===== config.mk =====
export PLATFORM = sky130hd
export DESIGN_NAME = dma_desc_sched
export DESIGN_NICKNAME = d
export VERILOG_FILES = /design/src/rtl/dma_desc_sched.sv
export SDC_FILE = /design/constraint.sdc
export NUM_CORES = 1
export LEC_CHECK = 0
export CORE_AREA = 4 4 124 126
export CTS_CLUSTER_DIAMETER = 80
export DETAILED_ROUTE_END_ITERATION = 12
export DIE_AREA = 0 0 128 130
export DONT_BUFFER_PORTS = 1
export HOLD_SLACK_MARGIN = 0.02
export PLACE_DENSITY = 0.71
export SETUP_SLACK_MARGIN = 0.15
export SYNTH_ARGS = -nofsm -noshare
export SYNTH_HDL_FRONTEND = slang
export SYNTH_SLANG_ARGS = --single-unit

===== constraint.sdc =====
create_clock -name clk -period 4.15 [get_ports clk]
set_input_delay 0.83 -clock clk [delete_from_list [all_inputs] [get_ports clk]]
set_output_delay 0.83 -clock clk [all_outputs]
set_load 0.02 [all_outputs]

===== src/rtl/dma_desc_sched.sv =====
// dma_desc_sched: descriptor scheduler between the DMA CSR block and the DMA
// streamer. A go pulse makes it walk the enabled descriptor slots in ascending
// order. Each non-empty slot is offered over a valid/ready handshake, and the
// scheduler then waits for the streamer's completion pulse. Empty slots are
// marked complete without being issued. The first reported error is latched.
// Macros:
//   DMA_NUM_DESC      default slot count (2 when undefined)
//   DMA_ERR_ABORT_EN  when defined, the first captured error aborts the walk
//                     exactly like dma_abort_i; otherwise it is only recorded

`ifndef DMA_NUM_DESC
`define DMA_NUM_DESC 2
`endif

package dma_desc_sched_pkg;

  typedef enum logic [1:0] {
    DMA_NO_ERR     = 2'd0,
    DMA_AXI_RD_ERR = 2'd1,
    DMA_AXI_WR_ERR = 2'd2,
    DMA_ALIGN_ERR  = 2'd3
  } dma_err_t;

  typedef struct packed {
    logic [31:0] src_addr;
    logic [31:0] dst_addr;
    logic [15:0] num_bytes;
  } s_dma_desc_t;

  typedef struct packed {
    logic        valid;
    dma_err_t    err_type;
    logic [31:0] addr;
  } s_dma_error_t;

  typedef struct packed {
    logic error;
    logic done;
    logic active;
  } s_dma_status_t;

endpackage

module dma_desc_sched
  import dma_desc_sched_pkg::*;
#(
  parameter int NUM_DESC = `DMA_NUM_DESC,
  parameter int IDX_W    = $clog2(NUM_DESC > 1 ? NUM_DESC : 2)
) (
  input  logic                                   clk,
  input  logic                                   rst,
  input  logic                                   dma_go_i,
  input  logic                                   dma_abort_i,
  input  logic [NUM_DESC*$bits(s_dma_desc_t)-1:0] dma_desc_i,
  input  logic [NUM_DESC-1:0]                    dma_desc_en_i,
  output logic                                   desc_valid_o,
  input  logic                                   desc_ready_i,
  output s_dma_desc_t                            desc_o,
  output logic [IDX_W-1:0]                       desc_idx_o,
  input  logic                                   str_done_i,
  input  s_dma_error_t                           str_err_i,
  output logic [NUM_DESC-1:0]                    desc_done_o,
  output s_dma_status_t                          status_o,
  output s_dma_error_t                           err_o
);

  localparam int               DESC_W   = $bits(s_dma_desc_t);
  localparam logic [IDX_W-1:0] LAST_IDX = IDX_W'(NUM_DESC - 1);

  typedef enum logic [2:0] {
    ST_IDLE  = 3'd0,
    ST_SCAN  = 3'd1,
    ST_ISSUE = 3'd2,
    ST_WAIT  = 3'd3,
    ST_DONE  = 3'd4
  } sched_st_t;

  // Registered state and outputs
  sched_st_t           state_r;
  logic [IDX_W-1:0]    idx_r;
  logic                desc_valid_r;
  s_dma_desc_t         desc_r;
  logic [IDX_W-1:0]    desc_idx_r;
  logic [NUM_DESC-1:0] desc_done_r;
  s_dma_status_t       status_r;
  s_dma_error_t        err_r;
  logic                abort_pend_r;

  // Next-state values
  sched_st_t           state_nxt_s;
  logic [IDX_W-1:0]    idx_nxt_s;
  logic                valid_nxt_s;
  s_dma_desc_t         desc_nxt_s;
  logic [IDX_W-1:0]    desc_idx_nxt_s;
  logic [NUM_DESC-1:0] done_nxt_s;
  s_dma_status_t       status_nxt_s;
  s_dma_error_t        err_nxt_s;
  logic                abort_pend_nxt_s;

  // Decoded helpers
  s_dma_desc_t         desc_arr_s [NUM_DESC];
  s_dma_desc_t         cur_desc_s;
  logic                cur_en_s;
  logic                cur_nonzero_s;
  logic                last_s;
  logic                go_acc_s;
  logic                err_cap_s;
  logic                abort_req_s;

  // Unpack the flat CSR descriptor bus into one entry per slot
  always_comb begin
    for (int i = 0; i < NUM_DESC; i++) begin
      desc_arr_s[i] = dma_desc_i[i*DESC_W +: DESC_W];
    end
  end

  assign cur_desc_s    = desc_arr_s[idx_r];
  assign cur_en_s      = dma_desc_en_i[idx_r];
  assign cur_nonzero_s = (cur_desc_s.num_bytes != 16'd0);
  assign last_s        = (idx_r == LAST_IDX);
  assign go_acc_s      = (state_r == ST_IDLE) && dma_go_i;
  // Only the first error of a run is kept; IDLE reports are ignored.
  assign err_cap_s     = (state_r != ST_IDLE) && str_err_i.valid && !err_r.valid;

`ifdef DMA_ERR_ABORT_EN
  // A captured error (or one being captured this cycle) behaves like abort.
  assign abort_req_s = dma_abort_i || err_r.valid || err_cap_s;
`else
  assign abort_req_s = dma_abort_i;
`endif

  // Scheduler next-state: slot walk, handshake and completion tracking
  always_comb begin
    state_nxt_s      = state_r;
    idx_nxt_s        = idx_r;
    valid_nxt_s      = desc_valid_r;
    desc_nxt_s       = desc_r;
    desc_idx_nxt_s   = desc_idx_r;
    done_nxt_s       = desc_done_r;
    abort_pend_nxt_s = abort_pend_r;
    case (state_r)
      ST_IDLE: begin
        if (go_acc_s) begin
          state_nxt_s      = ST_SCAN;
          idx_nxt_s        = '0;
          done_nxt_s       = '0;
          abort_pend_nxt_s = 1'b0;
        end else begin
          state_nxt_s = ST_IDLE;
        end
      end
      ST_SCAN: begin
        if (abort_req_s) begin
          state_nxt_s = ST_DONE;
        end else if (cur_en_s && cur_nonzero_s) begin
          state_nxt_s    = ST_ISSUE;
          valid_nxt_s    = 1'b1;
          desc_nxt_s     = cur_desc_s;
          desc_idx_nxt_s = idx_r;
        end else begin
          // Empty enabled slots complete trivially; disabled ones stay 0.
          if (cur_en_s) begin
            done_nxt_s[idx_r] = 1'b1;
          end else begin
            done_nxt_s[idx_r] = desc_done_r[idx_r];
          end
          if (last_s) begin
            state_nxt_s = ST_DONE;
          end else begin
            idx_nxt_s = idx_r + IDX_W'(1);
          end
        end
      end
      ST_ISSUE: begin
        if (abort_req_s) begin
          state_nxt_s = ST_DONE;
          valid_nxt_s = 1'b0;
        end else if (desc_ready_i) begin
          state_nxt_s = ST_WAIT;
          valid_nxt_s = 1'b0;
        end else begin
          state_nxt_s = ST_ISSUE;
        end
      end
      ST_WAIT: begin
        // An abort here is remembered; the in-flight transfer must finish.
        if (str_done_i) begin
          done_nxt_s[idx_r] = 1'b1;
          abort_pend_nxt_s  = 1'b0;
          if (abort_pend_r || abort_req_s || last_s) begin
            state_nxt_s = ST_DONE;
          end else begin
            state_nxt_s = ST_SCAN;
            idx_nxt_s   = idx_r + IDX_W'(1);
          end
        end else if (abort_req_s) begin
          abort_pend_nxt_s = 1'b1;
        end else begin
          abort_pend_nxt_s = abort_pend_r;
        end
      end
      ST_DONE: begin
        state_nxt_s      = ST_IDLE;
        abort_pend_nxt_s = 1'b0;
      end
      default: begin
        state_nxt_s      = ST_IDLE;
        valid_nxt_s      = 1'b0;
        abort_pend_nxt_s = 1'b0;
      end
    endcase
  end

  // First-error latch, cleared by an accepted go
  always_comb begin
    err_nxt_s = err_r;
    if (go_acc_s) begin
      err_nxt_s = '0;
    end else if (err_cap_s) begin
      err_nxt_s = str_err_i;
    end else begin
      err_nxt_s = err_r;
    end
  end

  // Status word derived from the next state so it lines up with the FSM
  always_comb begin
    status_nxt_s        = status_r;
    status_nxt_s.active = (state_nxt_s == ST_SCAN) || (state_nxt_s == ST_ISSUE) ||
                          (state_nxt_s == ST_WAIT);
    status_nxt_s.error  = err_nxt_s.valid;
    if (state_nxt_s == ST_DONE) begin
      status_nxt_s.done = 1'b1;
    end else if (go_acc_s) begin
      status_nxt_s.done = 1'b0;
    end else begin
      status_nxt_s.done = status_r.done;
    end
  end

  // State and output registers, cleared asynchronously
  always_ff @(posedge clk or posedge rst) begin
    if (rst) begin
      state_r      <= ST_IDLE;
      idx_r        <= '0;
      desc_valid_r <= 1'b0;
      desc_r       <= '0;
      desc_idx_r   <= '0;
      desc_done_r  <= '0;
      status_r     <= '0;
      err_r        <= '0;
      abort_pend_r <= 1'b0;
    end else begin
      state_r      <= state_nxt_s;
      idx_r        <= idx_nxt_s;
      desc_valid_r <= valid_nxt_s;
      desc_r       <= desc_nxt_s;
      desc_idx_r   <= desc_idx_nxt_s;
      desc_done_r  <= done_nxt_s;
      status_r     <= status_nxt_s;
      err_r        <= err_nxt_s;
      abort_pend_r <= abort_pend_nxt_s;
    end
  end

  assign desc_valid_o = desc_valid_r;
  assign desc_o       = desc_r;
  assign desc_idx_o   = desc_idx_r;
  assign desc_done_o  = desc_done_r;
  assign status_o     = status_r;
  assign err_o        = err_r;

endmodule


==> results of run 1 <==
-- path summary, 6_finish.rpt --
kind,from,end,cells after the start
min in group clk,str_err_i[9],err_o[9]$_DFFE_PP0P_,2
worst max-delay path,state_r[1]$_DFF_PP0_,desc_o[46]$_DFFE_PP0P_,5
max in group asynchronous,rst,desc_o[4]$_DFFE_PP0P_,2
worst max register to register,state_r[1]$_DFF_PP0_,desc_o[46]$_DFFE_PP0P_,5
worst min register to register,idx_r$_DFFE_PP0P_,desc_done_o[0]$_DFFE_PP0P_,1
worst min-delay path,rst,err_o[24]$_DFFE_PP0P_,2
-- state kept, by name (all words and copies together) (netlist names) --
register and flops:
desc_done_o 2, desc_o 80, err_o 35, status_o 2, state_r 3, idx_r 1
desc_idx_o 1, desc_valid_o 1, abort_pend_r 1
-- through the flow --
stage / power [W] / instance area (um^2) / util / instances / setup slack [ps]
4_1_cts: 0.00606 / 7050 / 0.492 / 682 / 1390
2_1_floorplan: 0.00411 / 6320 / - / 494 / 1470
3_3_place_gp: 0.00436 / 6410 / 0.448 / 650 / 1110
6_report: 0.00600 / 7050 / 0.492 / 682 / 1360
5_1_grt: 0.00630 / 7050 / 0.492 / 682 / 1160
3_5_place_dp: 0.00445 / 6410 / 0.448 / 650 / 1040
-- layout by cell type (no fill, tap or decap), types with 2 or more instances in the layout --
cell / netlist / routed
a21o_1: 2 / 2
nand2b_1: 3 / 3
mux2_2: 81 / 81
nand3b_1: 2 / 2
or4_1: 4 / 4
inv_1: 4 / 3
nand2_1: 80 / 80
nor2b_1: 2 / 2
clkbuf_16: 0 / 17
o21ai_0: 37 / 37
dfrtp_1: 126 / 125
clkinvlp_4: 0 / 3
o22ai_1: 2 / 2
nor2_1: 6 / 6
nor3_1: 4 / 3
a21oi_1: 4 / 4
nor4_1: 6 / 6
clkinv_4: 0 / 4
inv_6: 0 / 4
bufinv_16: 0 / 4
mux2_4: 79 / 79
nand3_1: 2 / 2
buf_4: 1 / 7
-- per-layer routing --
layer	vias to the layer above	routed length [um]	track usage
li1	1723	-	-
met3	16	1390	0.0667
met5	-	0	0
met1	1872	5690	0.197
met2	209	7820	0.294
met4	0	257	0.0674
-- power by group --
group / switching (W) / internal, W
combinational: 0.000589 / 0.000949
clock: 0.000574 / 0.00102
sequential: 0.00112 / 0.00176
total: 0.00228 / 0.00372
-- area by class of cell --
| type | count | area [um^2] |
|---|---|---|
| inverters | 4 | 18.8 |
| fillers | 1227 | 7260 |
| clock buffers | 17 | 425 |
| flip-flops and latches | 126 | 3160 |
| multi-input cells | 329 | 2960 |
| well taps | 184 | 230 |
| repair buffers | 7 | 52.6 |
| clock inverters | 15 | 210 |
-- kinds of logic after synthesis --
group,Yosys count,synth area share
muxes,160,0.332
and+or+nand+nor,113,0.0787
buffers and inverters,39,0.0333
AOI/OAI and AO/OA,56,0.0563
DFF,126,0.499
==> impl_summary.log, run 1 <==
[metrics] post-synthesis to final-layout area growth: 11.7%
[metrics] EDFF count, synth: 0
[metrics] setup bufs post-CTS: 0
[metrics] Hold Violations, Final: 0
[metrics] clock buffer count from CTS: 17
[metrics] number of warning messages in the yosys log: 0
[metrics] per-cell routed wire length: 22.2 um
[metrics] top cell types by occurrence after synthesis: dfrtp_1 (126), mux2_2 (81), nand2_1 (80)
[metrics] post-synthesis instance total: 494
[metrics] gr usage total: 0.173
[metrics] asr flop ratio synth: 1.00
[metrics] share of the synthesized area in the top cell type: 0.499
[metrics] share of final-layout standard cells stronger than drive strength 1: 0.410
[metrics] Worst path max stage delay: 760 ps
[metrics] H-tree depth: 4
[metrics] series of cell instances along the critical path: nor4b_1, nand3b_1, o22ai_4, buf_4, mux2_2
[metrics] slew at the pin closest to its max-slew limit: 1250 ps
[metrics] initial cell density of the core: 0.441
[metrics] Resized cells post-CTS: 0
[metrics] detailed-placement wirelength estimate: 11.3 mm
[metrics] endpoint type of the worst setup path: flop
[metrics] kind of cell adding the most delay to the critical path: simple AND/OR/NAND/NOR gates
[metrics] final period demand of the worst path: 2790 ps
[metrics] number of clock sinks seen by CTS: 126
[metrics] antenna diode count: 0
[metrics] vias in the first global route: 4147
[metrics] pin count of the biggest net entering global routing: 78
[metrics] leading post-synthesis cells by cell area: dfrtp_1 (50%), mux2_4 (19%), mux2_2 (14%), nand2_1 (4.8%), o21ai_0 (2.9%)
[metrics] setup slack, reg-to-reg: 1360 ps
[metrics] Static Leakage: 3.03 nW
[metrics] ports placed on the boundary: 325
[metrics] fraction of the yosys area taken by sequential cells: 0.499
[metrics] final setup fails: 0
[metrics] weighted congestion reported at the end of routability-driven placement: 0.852
[metrics] Critical Setup Path Class: flop to flop
[metrics] Final Hold Slack: 457 ps
[metrics] FP Rows: 44
[metrics] number of nets with antenna violations after routing: 0
[metrics] number of nets in the layout: 688
[metrics] die extent in y: 130 um
[metrics] number of buffers and inverters on the critical path: 1
[metrics] biggest area consumer among synthesized cells: dfrtp_1
[metrics] Cell variety after synth: 35
[metrics] final global-route overflow total: 0
[metrics] die extent in x: 128 um
[metrics] violation count after the first detailed-route iteration: 137
[metrics] kind of path behind the tightest hold check: input port to asynchronous set/reset pin
[metrics] cts hold-fix bufs: 0
[metrics] synthesized cell area: 6310 um^2
[metrics] core area: 14300 um^2
[metrics] number of iterations in the first detailed-routing pass: 5
[metrics] antenna violations before repair: 0
[metrics] Seq cells post-synth: 126
[metrics] aggregate routed wire length: 15.2 mm
[metrics] Port Buffer Count: 0
[metrics] number of buffers on the longest clock path: 2
[metrics] # DRC: 0
[metrics] max frequency: 359 MHz
[metrics] Via Count: 3820
[metrics] worst path required time: 4440 ps
[metrics] Total Neg Setup Slack: 0 ps
[metrics] clock insertion delay at the later pin of the skew report: 410 ps
[metrics] peak fanout along the critical path: 53
[metrics] maximum resistive drop on vdd: 0.000330 V
[metrics] run status: finished, final reports clean
[metrics] most frequently used cell type in the post-synthesis netlist: dfrtp_1
[metrics] number of slew-limit violations in the final report: 0
[metrics] Power Density: 852 nW/um^2
[metrics] ratio of final minimum period to clock period: 0.671
[metrics] primary flip-flop cell chosen by synthesis mapping: dfrtp_1
[metrics] CP Launch Type: flop
[metrics] net count of the mapped netlist: 697
[metrics] Critical Path AT: 3070 ps
[metrics] setup repair after global routing missed its margin: false
[metrics] via/cell ratio: 5.60
[metrics] Slowest-stage cell, CP: buf_4
[metrics] setup clock skew after layout: 16.3 ps
[metrics] Slew Limit Headroom: 0.163
[metrics] Clock Root Buffer: clkbuf_16
[metrics] wire length of the first global-routing pass: 22.2 mm
[metrics] average instance area after synthesis: 12.8 um^2
[metrics] count of maximum capacitance violations: 0
[metrics] TritonCTS clock tree: built
[metrics] die area: 16600 um^2
[metrics] clock transition at the registers of the reported paths: 60 ps
No activity file was read; power rests on OpenSTA's default activity.
==> run 2, diff against run 1 <==
==> constraint.sdc (replaced) <==
create_clock -name clk -period 2.35 [get_ports clk]
set_input_delay 0.47 -clock clk [delete_from_list [all_inputs] [get_ports clk]]
set_output_delay 0.47 -clock clk [all_outputs]
set_load 0.02 [all_outputs]
==> impl_summary.log, run 2 (synthesized netlist as in run 1, its figures left out) <==
[metrics] flip-flop count of the largest register after layout: 80 (unchanged)
[metrics] FP Rows: 44 (unchanged)
[metrics] ratio of final minimum period to clock period: 0.889 (+0.218)
[metrics] RR Startpoint: state_r[2]$_DFF_PP0_
[metrics] post-synthesis to final-layout area growth: 13.5%
[metrics] worst setup margin: 260 ps (-1100 ps)
[metrics] series of cell instances along the critical path: nor4b_1, buf_4, nand3b_1, o22ai_4, buf_6, mux2_4
[metrics] most common library cell in the layout ignoring fill and taps: dfrtp_1
[metrics] gr usage total: 0.180 (+0.00763)
[metrics] Hold Startpoint: str_err_i[6]
[metrics] Total Neg Setup Slack: 0 ps (unchanged)
[metrics] peak fanout along the critical path: 23 (-57%)
[metrics] number of slew-limit violations in the final report: 0 (unchanged)
[metrics] Non-Filler Cell Area, Final: 7170 um^2 (+1.7%)
[metrics] fill cell instance count of the final layout: 1250 (+1.9%)
[metrics] count of maximum capacitance violations: 0 (unchanged)
[metrics] Via Count: 3903 (+2.2%)
[metrics] ports placed on the boundary: 325 (unchanged)
[metrics] clock insertion delay at the later pin of the skew report: 420 ps (about the same)
[metrics] placement-stage worst setup slack: -2.17 ps (-1050 ps)
[metrics] core area: 14300 um^2 (unchanged)
[metrics] setup clock skew after layout: 17.6 ps (+1.27 ps)
[metrics] number of nets in the layout: 699 (+1.6%)
[metrics] Worst path max stage delay: 400 ps (-360 ps)
[metrics] share of final-layout standard cells stronger than drive strength 1: 0.422 (+0.0128)
[metrics] maximum resistive drop on vdd: 0.000673 V (+100%)
[metrics] initial cell density of the core: 0.441 (unchanged)
[metrics] max frequency: 479 MHz (+33%)
[metrics] number of clock sinks seen by CTS: 126 (unchanged)
[metrics] final setup fails: 0 (unchanged)
[metrics] kind of cell adding the most delay to the critical path: buffers and inverters
[metrics] final global-route overflow total: 0 (unchanged)
[metrics] placed cell area: 6530 um^2 (+1.8%)
[metrics] violation count after the first detailed-route iteration: 208 (+52%)
[metrics] kind of path behind the tightest hold check: input port to flop
[metrics] number of buffers and inverters on the critical path: 2 (+1)
[metrics] setup repair after global routing missed its margin: true
[metrics] number of buffers on the longest clock path: 2 (unchanged)
[metrics] number of cells on the worst reg-to-reg path: 6 (+1)
[metrics] final period demand of the worst path: 2090 ps (-696 ps)
[metrics] vias in the first global route: 4187 (+0.96%)
[metrics] Slowest-stage cell, CP: dfrtp_1
[metrics] via/cell ratio: 5.63 (+0.55%)
[metrics] CP Launch Type: flop
[metrics] clock buffer count from CTS: 17 (unchanged)
[metrics] wire length of the first global-routing pass: 23.1 mm (+3.9%)
[metrics] Hold Violations, Final: 0 (unchanged)
[metrics] per-cell routed wire length: 22.7 um (+2.4%)
[metrics] clock transition at the registers of the reported paths: 60 ps (about the same)
[metrics] Static Leakage: 3.08 nW (+1.8%)
[metrics] # DRC: 0 (unchanged)
[metrics] TritonCTS clock tree: built
[metrics] pin count of the biggest net entering global routing: 70 (-10%)
[metrics] post-route core utilization: 0.501 (+0.00813)
[metrics] Final Hold Slack: 175 ps (-282 ps)
[metrics] detailed-placement wirelength estimate: 11.6 mm (+2.8%)
[metrics] worst path required time: 2640 ps (-1800 ps)
[metrics] weighted congestion reported at the end of routability-driven placement: 0.838 (-1.6%)
[metrics] number of iterations in the first detailed-routing pass: 4 (-1)
[metrics] antenna violations before repair: 0 (unchanged)
[metrics] H-tree depth: 4 (unchanged)
[metrics] aggregate routed wire length: 15.8 mm (+4.0%)
[metrics] Power Density: 1490 nW/um^2 (+74%)
[metrics] Clock Root Buffer: clkbuf_16
[metrics] Worst R2R End: desc_o[42]$_DFFE_PP0P_
[metrics] slew at the pin closest to its max-slew limit: 853 ps (-399 ps)
[metrics] endpoint type of the worst setup path: flop
[metrics] run status: finished, final reports clean
[metrics] Critical Path AT: 2380 ps (-690 ps)
[metrics] leading cell types in the layout, fill and taps excluded: dfrtp_1 (125), mux2_2 (81), nand2_1 (80), mux2_4 (79), o21ai_0 (37)
[metrics] Critical Setup Path Class: flop to flop
[metrics] sink of the worst hold path: err_o[6]$_DFFE_PP0P_
[metrics] die area: 16600 um^2 (unchanged)
[metrics] die extent in x: 128 um (unchanged)
[metrics] number of nets with antenna violations after routing: 0 (unchanged)
[metrics] Port Buffer Count: 0 (unchanged)
[metrics] antenna diode count: 0 (unchanged)
[metrics] setup slack, reg-to-reg: 260 ps (-1100 ps)
[metrics] Hold Path Stages: 2
[metrics] Slew Limit Headroom: 0.431 (+0.268)
[metrics] die extent in y: 130 um (unchanged)
[run 2: area by class of cell]
cell class | instances | area (um^2) | share of cell area
Sequential cell | 126 | 3160 | 0.441
Multi-Input combinational cell | 329 | 2960 | 0.413
Clock buffer | 18 | 429 | 0.0599
Tap cell | 184 | 230 | 0.0321
Clock inverter | 14 | 184 | 0.0257
Timing Repair Buffer | 18 | 184 | 0.0257
Inverter | 4 | 18.8 | 0.00262
[run 2: timing repair]
item / CTS / global route
resized for setup: 0 / 1
hold endpoints to repair: 5 / 0
hold buffers: 1 / 0
endpoints found under the setup margin: 0 / 27
buffers inserted: 0 / 0
[run 2: how the worst max path moves through the flow]
stage | to | cells after the start | slack (ps) | from
2_1_floorplan | desc_o[0]$_DFFE_PP0P_ | 5 | 100 | dma_desc_i[88]
3_3_place_gp | desc_o[59]$_DFFE_PP0P_ | 5 | 40 | dma_desc_i[88]
3_5_place_dp | desc_o[61]$_DFFE_PP0P_ | 5 | -2 | dma_desc_i[88]
4_1_cts | desc_o[46]$_DFFE_PP0P_ | 6 | 220 | state_r[1]$_DFF_PP0_
5_1_grt | desc_o[45]$_DFFE_PP0P_ | 6 | 130 | state_r[1]$_DFF_PP0_
6_report | desc_o[42]$_DFFE_PP0P_ | 6 | 260 | state_r[2]$_DFF_PP0_
[run 2: power breakdown]
group	leakage [nW]	total [W]	internal (W)	switching, W
logic	1.23	0.00290	0.00174	0.00116
clock network	0.286	0.00270	0.00169	0.00101
registers	1.57	0.00505	0.00311	0.00194
[run 2: stage by stage]
step | power (W) | cells
2_1_floorplan | 0.00725 | 494
3_5_place_dp | 0.00796 | 659
5_1_grt | 0.0111 | 693
4_1_cts | 0.0107 | 692
3_3_place_gp | 0.00780 | 659
6_report | 0.0106 | 693
[run 2: layer usage]
metal  vias up  GRT usage  part of all wire  wire length (um)
met5         -          0                 0                 0
met1      1940      0.214              0.39              6180
met2       190      0.299              0.51              8100
li1       1747          -                 -                 -
met3        26     0.0618             0.074              1170
met4         0     0.0780             0.020               308
==> run 3, diff against run 2 <==
--- a/config.mk
+++ b/config.mk
@@ -5,13 +5,14 @@
 export SDC_FILE = /design/constraint.sdc
 export NUM_CORES = 1
 export LEC_CHECK = 0
-export CORE_AREA = 4 4 124 126
+export CORE_AREA = 4 4 123 125
 export CTS_CLUSTER_DIAMETER = 80
 export DETAILED_ROUTE_END_ITERATION = 12
-export DIE_AREA = 0 0 128 130
+export DIE_AREA = 0 0 127 129
 export DONT_BUFFER_PORTS = 1
+export GPL_TIMING_DRIVEN = 0
 export HOLD_SLACK_MARGIN = 0.02
-export PLACE_DENSITY = 0.71
+export PLACE_DENSITY = 0.7
 export SETUP_SLACK_MARGIN = 0.15
 export SYNTH_ARGS = -nofsm -noshare
 export SYNTH_HDL_FRONTEND = slang
==> constraint.sdc (replaced) <==
create_clock -name clk -period 2.6 [get_ports clk]
set_input_delay 0.52 -clock clk [delete_from_list [all_inputs] [get_ports clk]]
set_output_delay 0.52 -clock clk [all_outputs]
set_load 0.02 [all_outputs]
==> impl_summary.log, run 3 (synthesized netlist as in run 1, its figures left out) <==
[metrics] peak fanout along the critical path: 10 (-57%)
[metrics] flip-flop count of the largest register after layout: 80 (unchanged)
[metrics] clock insertion delay at the later pin of the skew report: 410 ps (about the same)
[metrics] most common library cell in the layout ignoring fill and taps: dfrtp_1
[metrics] final setup fails: 0 (unchanged)
[metrics] Via Count: 4064 (+4.1%)
[metrics] number of buffers on the longest clock path: 2 (unchanged)
[metrics] number of slew-limit violations in the final report: 0 (unchanged)
[metrics] core area: 13900 um^2 (-3.0%)
[metrics] share of final-layout standard cells stronger than drive strength 1: 0.399 (-0.0232)
[metrics] Non-Filler Cell Area, Final: 7270 um^2 (+1.4%)
[metrics] vias in the first global route: 4534 (+8.3%)
[metrics] clock buffer count from CTS: 17 (unchanged)
[metrics] maximum resistive drop on vdd: 0.000546 V (-19%)
[metrics] weighted congestion reported at the end of routability-driven placement: 0.816 (-2.6%)
[metrics] post-synthesis to final-layout area growth: 15.1%
[metrics] number of nets in the layout: 721 (+3.1%)
[metrics] number of clock sinks seen by CTS: 126 (unchanged)
[metrics] pin count of the biggest net entering global routing: 42 (-40%)
[metrics] ports placed on the boundary: 325 (unchanged)
[metrics] cts hold-fix bufs: 0 (-1)
[metrics] via/cell ratio: 5.72 (+1.5%)
[metrics] clock transition at the registers of the reported paths: 60 ps (about the same)
[metrics] Power, Total: 0.00981 W (-7.8%)
[metrics] run status: finished, final reports clean
[metrics] Total Neg Setup Slack: 0 ps (unchanged)
[metrics] Critical Setup Path Class: flop to flop
[metrics] wire length of the first global-routing pass: 25.4 mm (+10%)
[metrics] leading cell types in the layout, fill and taps excluded: dfrtp_1 (126), mux2_2 (81), nand2_1 (80), mux2_4 (79), o21ai_0 (37)
[metrics] number of nets with antenna violations after routing: 0 (unchanged)
[metrics] aggregate routed wire length: 17.2 mm (+9.1%)
[metrics] gr usage total: 0.204 (+0.0232)
[metrics] Slew Limit Headroom: 0.527 (+0.0964)
[metrics] die extent in y: 129 um (-0.77%)
[metrics] initial cell density of the core: 0.455 (+0.0138)
[metrics] die area: 16400 um^2 (-1.5%)
[metrics] Static Leakage: 3.13 nW (+1.5%)
[metrics] ratio of final minimum period to clock period: 0.872 (-0.0173)
[metrics] Port Buffer Count: 0 (unchanged)
[metrics] Clock Root Buffer: clkbuf_16
[metrics] setup repair after global routing missed its margin: false
[metrics] Power Density: 1350 nW/um^2 (-9.1%)
[metrics] CP Launch Type: flop
[metrics] antenna violations before repair: 0 (unchanged)
[metrics] endpoint type of the worst setup path: flop
[metrics] per-cell routed wire length: 24.2 um (+6.3%)
[metrics] # DRC: 0 (unchanged)
[metrics] antenna diode count: 0 (unchanged)
[metrics] worst path required time: 2890 ps (+250 ps)
[metrics] kind of path behind the tightest hold check: input port to asynchronous set/reset pin
[metrics] setup clock skew after layout: 11.1 ps (-6.47 ps)
[metrics] max frequency: 441 MHz (-7.8%)
[metrics] H-tree depth: 4 (unchanged)
[metrics] final global-route overflow total: 0 (unchanged)
[metrics] detailed-placement wirelength estimate: 13.6 mm (+17%)
[metrics] placed cell area: 6600 um^2 (+1.2%)
[metrics] violation count after the first detailed-route iteration: 128 (-38%)
[metrics] number of iterations in the first detailed-routing pass: 4 (unchanged)
[metrics] final period demand of the worst path: 2270 ps (+177 ps)
[metrics] FP Rows: 43 (-2.3%)
[metrics] worst setup margin: 333 ps (+72.7 ps)
[metrics] Hold Violations, Final: 0 (unchanged)
[metrics] TritonCTS clock tree: built
[metrics] placement-stage worst setup slack: -142 ps (-139 ps)
[metrics] count of maximum capacitance violations: 0 (unchanged)
[metrics] slew at the pin closest to its max-slew limit: 709 ps (-145 ps)
[metrics] Critical Path AT: 2560 ps (+180 ps)
[metrics] die extent in x: 127 um (-0.78%)
## run 3: worst max-delay path, cell delays in order (launching register included)
cell,delay [ps]
dfrtp_1,360
clkbuf_1,180
nor4b_1,520
nand3b_1,200
o22ai_4,160
buf_4,210
buf_6,210
mux2_4,310
## run 3: cell type report
cell class,count,area [um^2]
clock buffer,20,457
inverter,4,18.8
clock inverter,12,184
tap,180,225
multi-input combinational,329,2960
fill,1194,6610
buffer,35,199
timing repair buffer,5,75.1
sequential,126,3150
## run 3: worst paths after layout
| path | start | end | slack [ps] | depth (start not counted) |
|---|---|---|---|---|
| worst min-delay path | rst | desc_o[32]$_DFFE_PP0P_ | 50 | 1 |
| worst min register to register | err_o[1]$_DFFE_PP0P_ | err_o[1]$_DFFE_PP0P_ | 650 | 2 |
| min in group clk | str_err_i[2] | err_o[2]$_DFFE_PP0P_ | 230 | 2 |
| worst max-delay path | state_r[1]$_DFF_PP0_ | desc_o[70]$_DFFE_PP0P_ | 330 | 7 |
| max in group asynchronous | rst | err_o[10]$_DFFE_PP0P_ | 1720 | 3 |
| worst max register to register | state_r[1]$_DFF_PP0_ | desc_o[70]$_DFFE_PP0P_ | 330 | 7 |
## run 3: layer usage
| metal | wire (um) | GRT usage |
|---|---|---|
| met5 | 0 | 0 |
| met4 | 324 | 0.0770 |
| met3 | 1370 | 0.0714 |
| met2 | 9010 | 0.349 |
| met1 | 6480 | 0.236 |
## run 3: what timing repair did
| action | 4_1_cts | 5_1_grt |
|---|---|---|
| pin swaps | 1 | 0 |
| resized for setup | 3 | 1 |
| cloned | 0 | 0 |
| endpoints found under the setup margin | 59 | 6 |
| endpoints found under the hold margin | 0 | 0 |
| setup buffers | 2 | 0 |
## run 3: power by group
part	switching [W]	internal [W]	total (W)
clock network	0.000873	0.00166	0.00254
registers	0.00173	0.00280	0.00454
logic	0.00114	0.00160	0.00274
## run 3: per-stage QoR
| stage | util | cells | hold WS, ps |
|---|---|---|---|
| after floorplan | - | 494 | 587 |
| after global placement | 0.471 | 674 | 631 |
| after detailed placement | 0.476 | 677 | 495 |
| after CTS | 0.523 | 711 | 51.9 |
| after global routing | 0.524 | 711 | 69.8 |
| final | 0.524 | 711 | 45.1 |
